[src/rtl/datamem_dump_ctrl_if.sv]
// datamem_dump_ctrl_if: CPU, data-memory, dump-request and transmit-stream signals of the dump controller
interface datamem_dump_ctrl_if #(
   parameter int NB_DATA = 32,
   parameter int NB_ADDR = 7
);
   logic               cpu_halted_i;
   logic               cpu_enable_mem_i;
   logic [NB_ADDR-1:0] cpu_addr_i;
   logic [NB_DATA-1:0] cpu_data_write_i;
   logic               cpu_mem_read_i;
   logic               cpu_mem_write_i;
   logic [NB_DATA-1:0] cpu_data_o;
   logic               dump_start_i;
   logic               dump_busy_o;
   logic               dump_done_o;
   logic [NB_DATA-1:0] tx_data_o;
   logic               tx_valid_o;
   logic               tx_ready_i;
   logic               mem_enable_o;
   logic               mem_read_o;
   logic               mem_write_o;
   logic [NB_ADDR-1:0] mem_addr_o;
   logic [NB_DATA-1:0] mem_data_write_o;
   logic [NB_DATA-1:0] mem_data_i;

   modport slave (
      input  cpu_halted_i, cpu_enable_mem_i, cpu_addr_i, cpu_data_write_i,
             cpu_mem_read_i, cpu_mem_write_i, dump_start_i, tx_ready_i, mem_data_i,
      output cpu_data_o, dump_busy_o, dump_done_o, tx_data_o, tx_valid_o,
             mem_enable_o, mem_read_o, mem_write_o, mem_addr_o, mem_data_write_o
   );

   modport master (
      output cpu_halted_i, cpu_enable_mem_i, cpu_addr_i, cpu_data_write_i,
             cpu_mem_read_i, cpu_mem_write_i, dump_start_i, tx_ready_i, mem_data_i,
      input  cpu_data_o, dump_busy_o, dump_done_o, tx_data_o, tx_valid_o,
             mem_enable_o, mem_read_o, mem_write_o, mem_addr_o, mem_data_write_o
   );
endinterface

[src/rtl/datamem_dump_ctrl.sv]
// datamem_dump_ctrl: streams the whole data memory to a transmitter while the CPU is halted; DATAMEM_DUMP_CHECKSUM_EN appends an XOR checksum word
module datamem_dump_ctrl #(
   parameter int NB_DATA    = 32,
   parameter int NB_ADDR    = 7,
   parameter int N_ELEMENTS = 128
) (
   input logic                clock_i,
   input logic                reset_i,
   datamem_dump_ctrl_if.slave bus
);
   typedef enum logic [2:0] {
      IDLE,
      READ,
      LATCH,
      SEND,
`ifdef DATAMEM_DUMP_CHECKSUM_EN
      CSUM,
`endif
      DONE
   } state_t;

   localparam logic [NB_ADDR:0] LAST = (NB_ADDR+1)'(N_ELEMENTS - 1);

   state_t             state, next_state;
   logic [NB_ADDR:0]   cnt;
   logic [NB_DATA-1:0] tx_data;
   logic               last;
   logic               start_dump;
   logic               accept;
`ifdef DATAMEM_DUMP_CHECKSUM_EN
   logic [NB_DATA-1:0] csum;
`endif

   assign last          = cnt == LAST;
   assign start_dump    = state == IDLE && bus.dump_start_i && bus.cpu_halted_i;
   assign accept        = state == SEND && bus.tx_ready_i;
   assign bus.tx_data_o = tx_data;

   // State register; reset abandons any dump in flight
   always_ff @(posedge clock_i) begin
      if (!reset_i) state <= IDLE;
      else          state <= next_state;
   end

   // Next state and outputs; the CPU owns the memory port only while idle
   always_comb begin
      next_state           = state;
      bus.mem_enable_o     = 1'b0;
      bus.mem_read_o       = 1'b0;
      bus.mem_write_o      = 1'b0;
      bus.mem_addr_o       = cnt[NB_ADDR-1:0];
      bus.mem_data_write_o = '0;
      bus.cpu_data_o       = '0;
      bus.dump_busy_o      = state != IDLE;
      bus.dump_done_o      = 1'b0;
      bus.tx_valid_o       = 1'b0;
      case (state)
         IDLE: begin
            bus.mem_enable_o     = bus.cpu_enable_mem_i;
            bus.mem_read_o       = bus.cpu_mem_read_i;
            bus.mem_write_o      = bus.cpu_mem_write_i;
            bus.mem_addr_o       = bus.cpu_addr_i;
            bus.mem_data_write_o = bus.cpu_data_write_i;
            bus.cpu_data_o       = bus.mem_data_i;
            next_state           = start_dump ? READ : IDLE;
         end
         READ: begin
            bus.mem_enable_o = 1'b1;
            bus.mem_read_o   = 1'b1;
            next_state       = LATCH;
         end
         LATCH: next_state = SEND;
         SEND: begin
            bus.tx_valid_o = 1'b1;
`ifdef DATAMEM_DUMP_CHECKSUM_EN
            if (bus.tx_ready_i) next_state = last ? CSUM : READ;
`else
            if (bus.tx_ready_i) next_state = last ? DONE : READ;
`endif
         end
`ifdef DATAMEM_DUMP_CHECKSUM_EN
         CSUM: begin
            bus.tx_valid_o = 1'b1;
            if (bus.tx_ready_i) next_state = DONE;
         end
`endif
         DONE: begin
            bus.dump_done_o = 1'b1;
            next_state      = IDLE;
         end
         default: next_state = IDLE;
      endcase
   end

   // Word counter, transmit holding register and running checksum
   always_ff @(posedge clock_i) begin
      if (!reset_i) begin
         cnt     <= '0;
         tx_data <= '0;
`ifdef DATAMEM_DUMP_CHECKSUM_EN
         csum    <= '0;
`endif
      end else begin
         if (start_dump) begin
            cnt  <= '0;
`ifdef DATAMEM_DUMP_CHECKSUM_EN
            csum <= '0;
`endif
         end
         if (state == LATCH) begin
            tx_data <= bus.mem_data_i;
`ifdef DATAMEM_DUMP_CHECKSUM_EN
            csum    <= csum ^ bus.mem_data_i;
`endif
         end
         if (accept) begin
            cnt <= cnt + 1'b1;
`ifdef DATAMEM_DUMP_CHECKSUM_EN
            if (last) tx_data <= csum;
`endif
         end
      end
   end
endmodule

[src/flat_wrapper.sv]
// flat-port wrapper written by rule: the top's interface ports become plain ports
module datamem_dump_ctrl_flat 
#(
   parameter int NB_DATA    = 32,
   parameter int NB_ADDR    = 7,
   parameter int N_ELEMENTS = 128
)
  (clock_i, reset_i, bus_cpu_halted_i, bus_cpu_enable_mem_i, bus_cpu_addr_i, bus_cpu_data_write_i, bus_cpu_mem_read_i, bus_cpu_mem_write_i, bus_dump_start_i, bus_tx_ready_i, bus_mem_data_i, bus_cpu_data_o, bus_dump_busy_o, bus_dump_done_o, bus_tx_data_o, bus_tx_valid_o, bus_mem_enable_o, bus_mem_read_o, bus_mem_write_o, bus_mem_addr_o, bus_mem_data_write_o);
  datamem_dump_ctrl_if #(.NB_DATA(NB_DATA), .NB_ADDR(NB_ADDR)) bus_i ();
  input logic clock_i;
  input logic reset_i;
  input wire logic [$bits(bus_i.cpu_halted_i)-1:0] bus_cpu_halted_i;
  input wire logic [$bits(bus_i.cpu_enable_mem_i)-1:0] bus_cpu_enable_mem_i;
  input wire logic [$bits(bus_i.cpu_addr_i)-1:0] bus_cpu_addr_i;
  input wire logic [$bits(bus_i.cpu_data_write_i)-1:0] bus_cpu_data_write_i;
  input wire logic [$bits(bus_i.cpu_mem_read_i)-1:0] bus_cpu_mem_read_i;
  input wire logic [$bits(bus_i.cpu_mem_write_i)-1:0] bus_cpu_mem_write_i;
  input wire logic [$bits(bus_i.dump_start_i)-1:0] bus_dump_start_i;
  input wire logic [$bits(bus_i.tx_ready_i)-1:0] bus_tx_ready_i;
  input wire logic [$bits(bus_i.mem_data_i)-1:0] bus_mem_data_i;
  output wire logic [$bits(bus_i.cpu_data_o)-1:0] bus_cpu_data_o;
  output wire logic [$bits(bus_i.dump_busy_o)-1:0] bus_dump_busy_o;
  output wire logic [$bits(bus_i.dump_done_o)-1:0] bus_dump_done_o;
  output wire logic [$bits(bus_i.tx_data_o)-1:0] bus_tx_data_o;
  output wire logic [$bits(bus_i.tx_valid_o)-1:0] bus_tx_valid_o;
  output wire logic [$bits(bus_i.mem_enable_o)-1:0] bus_mem_enable_o;
  output wire logic [$bits(bus_i.mem_read_o)-1:0] bus_mem_read_o;
  output wire logic [$bits(bus_i.mem_write_o)-1:0] bus_mem_write_o;
  output wire logic [$bits(bus_i.mem_addr_o)-1:0] bus_mem_addr_o;
  output wire logic [$bits(bus_i.mem_data_write_o)-1:0] bus_mem_data_write_o;
  assign bus_i.cpu_halted_i = bus_cpu_halted_i;
  assign bus_i.cpu_enable_mem_i = bus_cpu_enable_mem_i;
  assign bus_i.cpu_addr_i = bus_cpu_addr_i;
  assign bus_i.cpu_data_write_i = bus_cpu_data_write_i;
  assign bus_i.cpu_mem_read_i = bus_cpu_mem_read_i;
  assign bus_i.cpu_mem_write_i = bus_cpu_mem_write_i;
  assign bus_i.dump_start_i = bus_dump_start_i;
  assign bus_i.tx_ready_i = bus_tx_ready_i;
  assign bus_i.mem_data_i = bus_mem_data_i;
  assign bus_cpu_data_o = bus_i.cpu_data_o;
  assign bus_dump_busy_o = bus_i.dump_busy_o;
  assign bus_dump_done_o = bus_i.dump_done_o;
  assign bus_tx_data_o = bus_i.tx_data_o;
  assign bus_tx_valid_o = bus_i.tx_valid_o;
  assign bus_mem_enable_o = bus_i.mem_enable_o;
  assign bus_mem_read_o = bus_i.mem_read_o;
  assign bus_mem_write_o = bus_i.mem_write_o;
  assign bus_mem_addr_o = bus_i.mem_addr_o;
  assign bus_mem_data_write_o = bus_i.mem_data_write_o;
  datamem_dump_ctrl #(.NB_DATA(NB_DATA), .NB_ADDR(NB_ADDR), .N_ELEMENTS(N_ELEMENTS)) u_core (.clock_i(clock_i), .reset_i(reset_i), .bus(bus_i));
endmodule
[config.mk]
export PLATFORM = sky130hd
export DESIGN_NAME = datamem_dump_ctrl_flat
export DESIGN_NICKNAME = d
export VERILOG_FILES = /design/src/rtl/datamem_dump_ctrl_if.sv /design/src/rtl/datamem_dump_ctrl.sv /design/src/flat_wrapper.sv
export SDC_FILE = /design/constraint.sdc
export NUM_CORES = 1
export LEC_CHECK = 0
export CORE_MARGIN = 4
export CORE_UTILIZATION = 29
export CTS_CLUSTER_SIZE = 16
export DETAILED_ROUTE_END_ITERATION = 10
export PLACE_DENSITY = 0.73
export REMOVE_ABC_BUFFERS = 1
export SYNTH_ARGS = -nofsm -noshare
export SYNTH_HDL_FRONTEND = slang
export SYNTH_SLANG_ARGS = --single-unit
[constraint.sdc]
create_clock -name clock_i -period 1.7 [get_ports clock_i]
set_clock_uncertainty 0.1 [all_clocks]
set_input_delay 0.425 -clock clock_i [delete_from_list [all_inputs] [get_ports clock_i]]
set_output_delay 0.425 -clock clock_i [all_outputs]
set_load 0.005 [all_outputs]
# [Word-level counts from Yosys, hierarchy flattened]
# Index checks and enable logic that the tools add are counted.
[word_totals] regBits=43 inputBits=79 elab_cells=30
[classes] n_addsub=1 mux=14 eq_ne=6 reduce_logical=6
[op_table] cell="32-bit 2-to-1 mux" count=2
[op_table] cell="8-bit 2-to-1 mux" count=2
[op_table] cell="3-bit case mux with 4 select lines" count=1
[op_table] cell="8-bit by 1-bit adder with 8-bit output, second input constant" count=1
[op_table] cell="8-bit by 7-bit equality test with 1-bit output, second input constant" count=1
[op_table] cell="7-bit 2-to-1 mux" count=1
[op_table] cell="3-bit by 2-bit equality test with 1-bit output, second input constant" count=2
[op_table] cell="3-bit 2-to-1 mux" count=2
[op_table] cell="1-bit 2-to-1 mux" count=4
[op_table] cell="1-bit case mux with 2 select lines" count=2
[op_table] cell="3-bit by 1-bit equality test with 1-bit output, second input constant" count=1
[op_table] cell="3-bit equality test, second input constant" count=1
[op_table] cell="1-bit logical AND" count=3
[op_table] cell="3-bit zero test" count=1
[op_table] cell="3-bit nonzero test" count=1
[op_table] cell="2-bit != test, second input constant" count=1
[op_table] cell="2-bit nonzero test" count=1

# [Depth between registers and ports, before layout]
[logic_depth] depth_word=5 ltp_mapped=5 ltp_nobuf=4

# [Worst setup path before layout]
# OpenSTA, ideal clock, no wires.
[synth_path] path_kind="reg-to-output" from="reg u_core.state[0]" to="out bus_cpu_data_o[28]" path_stages_with_launch=4 arrival_time_ps=1158 path_buffers=1 path_slack_ps=17 path_cell_list="dfxtp_1 -> nor3_2 -> clkbuf_1 -> and2_1"
[synth_via] elab_chain_len=2
[synth_rtl] item="start: declaration" line_no="datamem_dump_ctrl.sv:24" source="state_t state, next_state;"
[synth_rtl] item="start signal: assignment" line_no="datamem_dump_ctrl.sv:42" source="else state <= next_state;"
[synth_rtl] item="3-bit zero test" line_no="datamem_dump_ctrl.sv:57" source="case (state)"
[synth_rtl] item="32-bit 2-to-1 mux" line_no="datamem_dump_ctrl.sv:57"
[synth_rtl] item="end: declaration" line_no="flat_wrapper.sv:21" source="output wire logic [$bits(bus_i.cpu_data_o)-1:0] bus_cpu_data_o;"
# No other way between the ends.

# [Final worst setup path]
[layout_path] from="reg u_core.state[2]" to="out bus_cpu_data_o[16]"
# The elaborated chain is that of the path after synthesis.

==> key figures <==
Die
  – CORE AREA: 7410 µm²
  – I/O pin cnt: 188
  – Starting density of the core: 0.306
  – Rows: 31
  – Die Width: roughly 96 µm
  – Die Area: just over 9000 µm²
  – Die height: between 90 and 100 µm

Layout
  – Commonest cells after routing, fill and taps aside: 87 x nand2_1, 84 x clkdlybuf4s50_1, 41 x buf_2, 40 x buf_4, 39 x dfxtp_1
  – Commonest non-fill, non-tap cell in the layout: nand2_1
  – Area grow syn2layout: 116%
  – Antenna cells: 0
  – Nets: 619
  – Share of cells above drive strength 1: 0.350

Drt
  – Final WL: ~9500 µm
  – Routed wire per std cell: around 15 µm
  – Via/cell ratio: ~4.6
  – DRC: 0
  – DRT iter0 DRCs: 65
  – Drt pass-1 iters: 4
  – Via Count: 2930
  – ANT nets after route: 0

Synthesis
  – Leading area contributor after synthesis: dfxtp_1
  – Seq/Total Area, Yosys: 0.380
  – Synth area leaders: dfxtp_1 38%, and2_1 18%, nand2_1 15%, a21oi_1 7.9%, clkbuf_1 2.8%
  – XOR/XNOR Fraction of Synth Area: 0
  – Synth Register Bits: 43
  – Synth Area in Compound Gates: 0.131
  – Ys Warns: 0
  – Adder-Cell Fraction of Synth Area: 0.00552
  – Synth cell types: 38
  – Syn avg cell area: approximately 7.3 µm²
  – Mapped Area: 2270 µm²
  – Syn Inst Count: approximately 310
  – Yosys top cell area share: 0.380
  – Synth Area in Simple Gates: 0.427
  – Largest family of logic cells by synthesized area: simple AND/OR/NAND/NOR gates
  – Post-synthesis mux area share: 0.00883

Timing
  – Worst Setup Slack, final: -0.317 ns
  – Final setup vio count: 74
  – RSZ-0062 raised after global routing: yes
  – Final Hold Fails: 0
  – Least-Margin Pin Slew: approximately 0.34 ns
  – Final min period: 2.02 ns
  – Max Clk Rate: 496 MHz
  – Rel. slew slack: 0.772
  – Hold_ws: ~0.35 ns
  – Tcrit/Tclk final: 1.19
  – Slew Viols, Final: 0

Power
  – Psw: 0.833 mW
  – Sw Share: 0.279
  – Combinational share of power: 0.431
  – Pwr/cell area: just over 600 nW/µm²
  – Worst IR Drop VDD: 0.350 mV
  – Reg power frac: 0.358
  – Int Pwr: around 2.2 mW
  – LEAKAGE: 2.48 nW
  – Total power: 2.99 mW
  – Clock power frac: 0.212

Critical path
  – CP Class: flop to output pin
  – Critical path startpoint category: flop
  – Crit end category: output pin
  – Worst path arrival time: approximately 1.5 ns
  – Critical path peak fanout: 4
  – Worst EP required: around 1.2 ns

GRT
  – First-pass GRT wire length: between 10000 and 15000 µm
  – Initial antenna violation count: 0
  – Grt total ovfl: 0
  – Largest net degree at the start of global routing: 33
  – Number of global-route vias before repair: about 2800
  – GRT Util Overall: 0.195

Clock tree
  – Worst-Skew Late Latency: slightly below 0.3 ns
  – CTS tree: done
  – Clock sink count: between 40 and 50
  – Worst-path clk slew: 0.08 ns
  – H-tree Lvls: 2
  – Maximum root-to-sink buffer count: 2
  – Hold-fix buffers at CTS: 0
  – Cts bufs inserted: 5
  – Root Buffer Master: clkbuf_8

Status
  – Failing checks: negative setup slack
  – Status: finished, violations left

Placed design
  – PortBufs: around 190
  – Gpl congestion: approximately 0.84
  – Detailed Place HPWL: roughly 6600 µm

Run
  – Max cap viols: 0

Hold path
  – HP Class: flop to flop
==> per-stage QoR <==
step	setup TNS [ns]	util	std cells	instance area, µm²	setup slack [ns]
2_1_floorplan	-89.32	-	287	2170	-1.23
3_3_place_gp	-25.31	0.609	615	4510	-0.409
3_5_place_dp	-25.99	0.609	615	4510	-0.403
4_1_cts	-21.42	0.638	638	4730	-0.383
5_1_grt	-22.50	0.660	639	4890	-0.385
6_report	-16.77	0.660	639	4890	-0.317
==> power groups by stage <==
| stage | registers, mW | clock network (mW) | logic [mW] |
|---|---|---|---|
| 2_1_floorplan | 1.10 | 0 | 0.291 |
| 3_3_place_gp | 1.09 | 0 | 1.08 |
| 3_5_place_dp | 1.09 | 0 | 1.09 |
| 4_1_cts | 1.07 | 0.661 | 1.24 |
| 5_1_grt | 1.08 | 0.703 | 1.38 |
| 6_report | 1.07 | 0.633 | 1.29 |
==> cell type report <==
cell class	count	area (µm²)
Clock buffer	6	72.6
Clock inverter	2	12.5
Fill cell	635	2520
Inverter	2	10.0
Multi-Input combinational cell	242	1410
Sequential cell	43	868
Tap cell	99	124
Timing Repair Buffer	245	2390
==> per-layer routing <==
| metal | GRT usage | wire length [µm] |
|---|---|---|
| met1 | 0.231 | 3690 |
| met2 | 0.356 | 5070 |
| met3 | 0.0457 | 649 |
| met4 | 0.0432 | 116 |
| met5 | 0 | 0 |
==> cell usage after synthesis <==
cell type / count
nand2_1: 93
and2_1: 65
dfxtp_1: 43
a21oi_1: 36
clkbuf_1: 17
buf_2: 6
nand3_1: 6
nor2_1: 5
o21ai_0: 4
nor3_1: 3
or3_1: 3
mux2i_1: 2
nand2b_1: 2
o211ai_1: 2
a211oi_1: 1
a311o_1: 1
a311oi_1: 1
a41oi_1: 1
and3_1: 1
and4b_1: 1
buf_4: 1
ha_1: 1
inv_1: 1
inv_2: 1
nand4b_4: 1
nand4bb_1: 1
nor2b_1: 1
nor3_2: 1
nor3b_1: 1
nor3b_2: 1
nor4_2: 1
nor4b_1: 1
o211a_1: 1
o21a_1: 1
o221a_2: 1
o221ai_1: 1
o311ai_0: 1
or3b_1: 1
==> critical path, stage by stage (launching register included) <==
cell     delay, ns
dfxtp_2       0.34
nor3_4        0.19
buf_6         0.15
buf_12        0.12
buf_6         0.10
buf_6         0.08
and2_4        0.13
buf_6         0.08
==> registers in the layout, summed over array words and instances, names as in the netlist <==
register              count
u_core.bus.tx_data_o     32
u_core.cnt                8
u_core.state              3
==> path summary, 6_finish.rpt <==
kind / from / slack (ns) / depth (start not counted) / to
max: u_core.state[2] / -0.32 / 7 / bus_cpu_data_o[16]
min: u_core.bus.tx_data_o[8] / 0.35 / 2 / u_core.bus.tx_data_o[8]
max reg2reg: u_core.state[0] / 0.18 / 5 / u_core.cnt[7]
min reg2reg: u_core.bus.tx_data_o[8] / 0.35 / 2 / u_core.bus.tx_data_o[8]
==> cells by family (layout without fill, tap and decap cells) <==
| family | Yosys count | after routing |
|---|---|---|
| simple gates | 188 | 188 |
| flops | 43 | 43 |
| buf+inv | 26 | 255 |
| fa+ha+maj | 1 | 1 |
| mux | 2 | 2 |
| compound gates | 51 | 51 |
==> repair_timing <==
action / 4_1_cts / 5_1_grt
endpoints found under the setup margin: 80 / 99
endpoints found under the hold margin: 0 / 0
setup buffers: 9 / 4
resized for setup: 359 / 59
cloned: 6 / 1
pin swaps: 34 / 10
No activity file was read; power rests on OpenSTA's default activity.
==> edit 1, RTL diff (config.mk and constraints unchanged) <==
Reset style: asynchronous (`reset_i`), changed in 2 clocked blocks.
--- a/src/rtl/datamem_dump_ctrl.sv
+++ b/src/rtl/datamem_dump_ctrl.sv
@@ -38,5 +38,5 @@
 
    // State register; reset abandons any dump in flight
-   always_ff @(posedge clock_i) begin
+   always_ff @(posedge clock_i or negedge reset_i) begin
       if (!reset_i) state <= IDLE;
       else          state <= next_state;
@@ -94,5 +94,5 @@
 
    // Word counter, transmit holding register and running checksum
-   always_ff @(posedge clock_i) begin
+   always_ff @(posedge clock_i or negedge reset_i) begin
       if (!reset_i) begin
          cnt     <= '0;
Formal check against the unedited RTL: differs if reset_i is asserted again (counterexample within 4 cycles, from zero or initial values and one cycle with reset_i low); with reset_i held inactive, the same outputs for 10 cycles.
==> edit 1 against the unedited design <==
  * The flow still finishes with violations (negative setup slack)
  * Design area increased by 9.7%
  * First-iteration DRC count is 11% lower
  * Global-route usage shrank 0.37 points
  * Sequential cell count unchanged
  * Fmax down 11%
  * Area after synthesis grew 4.2%
  * Utilization rose by 2.7 points
  * Setup slack worse by 0.25 ns
  * Routed wire length increased by 5.3%
  * Critical endpoint is now bus_mem_data_write_o[27]
  * Largest cell class unchanged
Power is not compared: it rests on default switching activity, and its combinational part moved more than twofold at a synthesized area within 25%.
==> edit 1: results (changes against the unedited design) <==
Critical path
  • Crit path to: bus_mem_data_write_o[27] (was bus_cpu_data_o[16])
  • FF-to-FF Start: u_core.state[1] (was u_core.state[0])
  • Crit. Startpoint: u_core.state[0] (was u_core.state[2])
  • Worst Path Max Fanout: 5 (was 4)
  • Slowest-stage cell, CP: dfrtp_1 (was dfxtp_2)
  • Crit path DAT: 1.74 ns (was 1.49 ns)
  • Worst-case reg-to-reg path depth: 9 (was 5)
  • Flop-to-flop setup slack: -0.26 ns (was 0.18 ns)

Timing
  • Final setup vio count: 117 (was 74)
  • Final critical-path setup slack: -0.564 ns (was -0.317 ns)
  • Measured slew at the worst slew-check pin: 0.404 ns (was 0.337 ns)
  • Final TNS setup: -37.39 ns (was -16.77 ns)

Synthesis
  • Post-synth cell types: 34 (was 38)
  • Synth async-reset ratio: 100% (was 0%)
  • Synth top area cells: dfrtp_1 (46%), and2_1 (17%), mux2_2 (14%) (was dfxtp_1 (38%), and2_1 (18%), nand2_1 (15%))
  • Commonest register cell after synthesis: dfrtp_1 (was dfxtp_1)
  • Seq/Total Area, Yosys: 45.6% (was 38.0%)

Run status
  • Failing checks: negative setup slack (unchanged)
  • Status: finished with violations (unchanged)

Placement
  • Dpl ws: -0.429 ns (was -0.403 ns)
  • GP Congestion: 0.829 (was 0.839)
  • DP Area: 4550 um2 (was 4510 um2)
  • Post-DP HPWL: 6310 um (was 6620 um)

Layout
  • Share of cells above drive strength 1: 52.6% (was 35.0%)
  • Nets: 552 (was 619)
  • Layout area overhead: 127% (was 116%)

Drt
  • DRT iter0 DRCs: 58 (was 65)
  • Wire per inst: 17.4 um (was 14.9 um)
  • Via density: 4.54 (was 4.59)

Global route
  • Vias in the first global route: 2795 (was 2787)
  • Total GRT Usage: 19.1% (was 19.5%)
  • First-pass GRT wire length: 14800 um (was 14200 um)
  • Largest net degree at the start of global routing: 29 (was 33)
edit 1: cell count changes after synthesis, sizes merged, moves of 11 or more:
cell    delta
nand2     -68
dfrtp     +43
dfxtp     -43
mux2      +32
a21oi     -30
clkbuf    -11
edit 1: worst register-to-register path, stage by stage, from the launching register on:
cell	delay (ns)
dfrtp_1	0.42
buf_6	0.12
buf_6	0.11
buf_6	0.09
buf_4	0.12
nand4b_1	0.18
buf_4	0.20
buf_4	0.15
o31ai_4	0.25
a21oi_2	0.10
edit 1: repair_timing:
action | CTS | global route
gates cloned | 8 | 2
buffers inserted | 23 | 3
gates resized for setup | 396 | 110
hold buffers | 1 | 0
hold endpoints to repair | 15 | 0
endpoints found under the setup margin | 109 | 124
pin swaps | 38 | 20
edit 1: logic make-up after synthesis:
| logic type | count (synthesis) | synth area share, % |
|---|---|---|
| multiplexers | 34 | 16.1 |
| AND/OR/NAND/NOR | 113 | 28.0 |
| AO/OA/AOI/OAI | 19 | 4.77 |
| adder cells (fa/ha/maj) | 1 | 0.530 |
| buffers and inverters | 17 | 5.03 |
| flip-flops | 43 | 45.6 |
edit 1: worst min path at each step:
stage | startpoint | to | slack [ns] | depth (start not counted)
final | u_core.cnt[7] | u_core.cnt[7] | 0.40 | 1
after global routing | u_core.bus.tx_data_o[6] | u_core.bus.tx_data_o[6] | 0.43 | 1
after CTS | u_core.cnt[7] | u_core.cnt[7] | 0.39 | 1
after global placement | reset_i | u_core.bus.tx_data_o[23] | 0.28 | 1
after floorplan | reset_i | u_core.bus.tx_data_o[0] | 0.03 | 0
after detailed placement | reset_i | u_core.bus.tx_data_o[17] | 0.28 | 1
edit 1: per-layer routing:
layer | track usage [%] | vias to the layer above | wire length (um)
li1 | - | 1250 | -
met1 | 21.9 | 1242 | 3820
met2 | 35.4 | 109 | 5450
met3 | 4.07 | 9 | 668
met4 | 5.88 | 0 | 98
met5 | 0 | - | 0
edit 1: final cells by class:
type	count	area [um2]
Multi-Input combinational cell	167	1470
Sequential cell	43	1080
Clock inverter	3	43.8
Tap cell	102	128
Timing Repair Buffer	253	2570
Fill cell	590	2440
Clock buffer	5	68.8
Inverter	2	10.0
edit 1: where the power goes:
group	internal, mW	total (mW)	switching (mW)
clock	0.438	0.821	0.383
combinational	2.67	4.19	1.52
sequential	1.50	1.79	0.288
total	4.60	6.80	2.19
edit 1: per-stage QoR:
stage          utilization [%]  instances
2_1_floorplan                -        212
3_3_place_gp              58.3        535
3_5_place_dp              58.3        535
4_1_cts                   64.4        574
5_1_grt                   68.7        575
6_report                  68.7        575
==> edit 2, RTL diff (same settings) <==
Without the edit above. `NB_ADDR` is set to 7 in 3 places; all go to 14.
--- a/src/rtl/datamem_dump_ctrl_if.sv
+++ b/src/rtl/datamem_dump_ctrl_if.sv
@@ -2,5 +2,5 @@
 interface datamem_dump_ctrl_if #(
    parameter int NB_DATA = 32,
-   parameter int NB_ADDR = 7
+   parameter int NB_ADDR = 14
 );
    logic               cpu_halted_i;
--- a/src/rtl/datamem_dump_ctrl.sv
+++ b/src/rtl/datamem_dump_ctrl.sv
@@ -2,5 +2,5 @@
 module datamem_dump_ctrl #(
    parameter int NB_DATA    = 32,
-   parameter int NB_ADDR    = 7,
+   parameter int NB_ADDR    = 14,
    parameter int N_ELEMENTS = 128
 ) (
--- a/src/flat_wrapper.sv
+++ b/src/flat_wrapper.sv
@@ -3,5 +3,5 @@
 #(
    parameter int NB_DATA    = 32,
-   parameter int NB_ADDR    = 7,
+   parameter int NB_ADDR    = 14,
    parameter int N_ELEMENTS = 128
 )
Interface: changed (resized bus_cpu_addr_i and bus_mem_addr_o); port bits go from 188 to 202. No check against the original RTL was run, so the function may have changed too.
==> edit 2 against the unedited design <==
  * Area after synthesis up 23%
  * First-iteration DRC count increased by 66%
  * Critical path type unchanged
  * Largest power group unchanged
  * Setup slack got worse by 0.094 ns
  * Sequential cell count rose by 7
  * The flow still finishes with violations (negative setup slack)
  * Power increased by 42%
  * Routed wire length increased by 31%
  * Highest routed layer unchanged
  * Design area rose by 27%
==> edit 2: results (changes against the unedited design) <==
Run status
  • Status: finished with violations (unchanged)
  • Failing checks: negative setup slack (unchanged)

Global route
  • Grt met3 use: 4.37% (was 4.57%)
  • Routing usage on met2: 36.3% (was 35.6%)
  • Vias in the first global route: 3472 (was 2787)
  • Largest net degree at the start of global routing: 34 (was 33)
  • First-pass GRT wire length: 17600 um (was 14200 um)

Power
  • Switching Share: 28.2% (was 27.9%)
  • Max VDD drop: 0.000391 V (was 0.000350 V)
  • Combinational power share: 50.9% (was 43.1%)
  • Sequential power: 1.26 mW (was 1.07 mW)

Timing
  • Measured slew at the worst slew-check pin: 0.317 ns (was 0.337 ns)
  • Final setup vio count: 94 (was 74)
  • Final critical-path setup slack: -0.411 ns (was -0.317 ns)

Critical path
  • Crit path to: bus_cpu_data_o[20] (was bus_cpu_data_o[16])
  • Worst Path Max Fanout: 7 (was 4)

Placement
  • Post-DP HPWL: 7760 um (was 6620 um)
  • DP Area: 5290 um2 (was 4510 um2)

Synthesis
  • Synth Area in XOR/XNOR: 0.315% (was 0%)
  • Post-synthesis mux area share: 2.16% (was 0.883%)
  • Post-synth cell types: 36 (was 38)

Drt
  • DRT iter0 DRCs: 108 (was 65)

Layout
  • Layout area overhead: 123% (was 116%)
  • Share of cells above drive strength 1: 43.4% (was 35.0%)

Hold path
  • Worst Hold Path EP: u_core.bus.tx_data_o[2] (was u_core.bus.tx_data_o[8])

Clock network
  • Post-CTS Setup Bufs: 21 (was 9)
[edit 2: cell count changes after synthesis, sizes merged, moves of 4 or more]
cell | before | now
a21boi | 0 | 28
a21oi | 36 | 11
nand2 | 93 | 112
nand3 | 6 | 14
buf | 7 | 14
dfxtp | 43 | 50
nand2b | 2 | 9
clkbuf | 17 | 12
mux2i | 2 | 6
nand4 | 0 | 4
nor3 | 4 | 8
[edit 2: final cells by class]
type,instances,share of cell area [%]
Clock inverter,2,0.604
Tap cell,129,2.60
Inverter,2,0.161
Clock buffer,6,1.17
Multi-Input combinational cell,295,31.5
Sequential cell,50,16.3
Timing Repair Buffer,283,47.6
[edit 2: metal layers]
metal / vias to the layer above / part of all wire, %
met5: - / 0
met3: 15 / 6.0
met1: 1720 / 39
met2: 135 / 53
met4: 0 / 1.5
li1: 1748 / -
[edit 2: worst max-delay path: cells and delay by family (launching register included)]
family	cells	cell delay (ns)
buffers and inverters	5	0.60
flip-flops	1	0.34
AND/OR/NAND/NOR	2	0.34
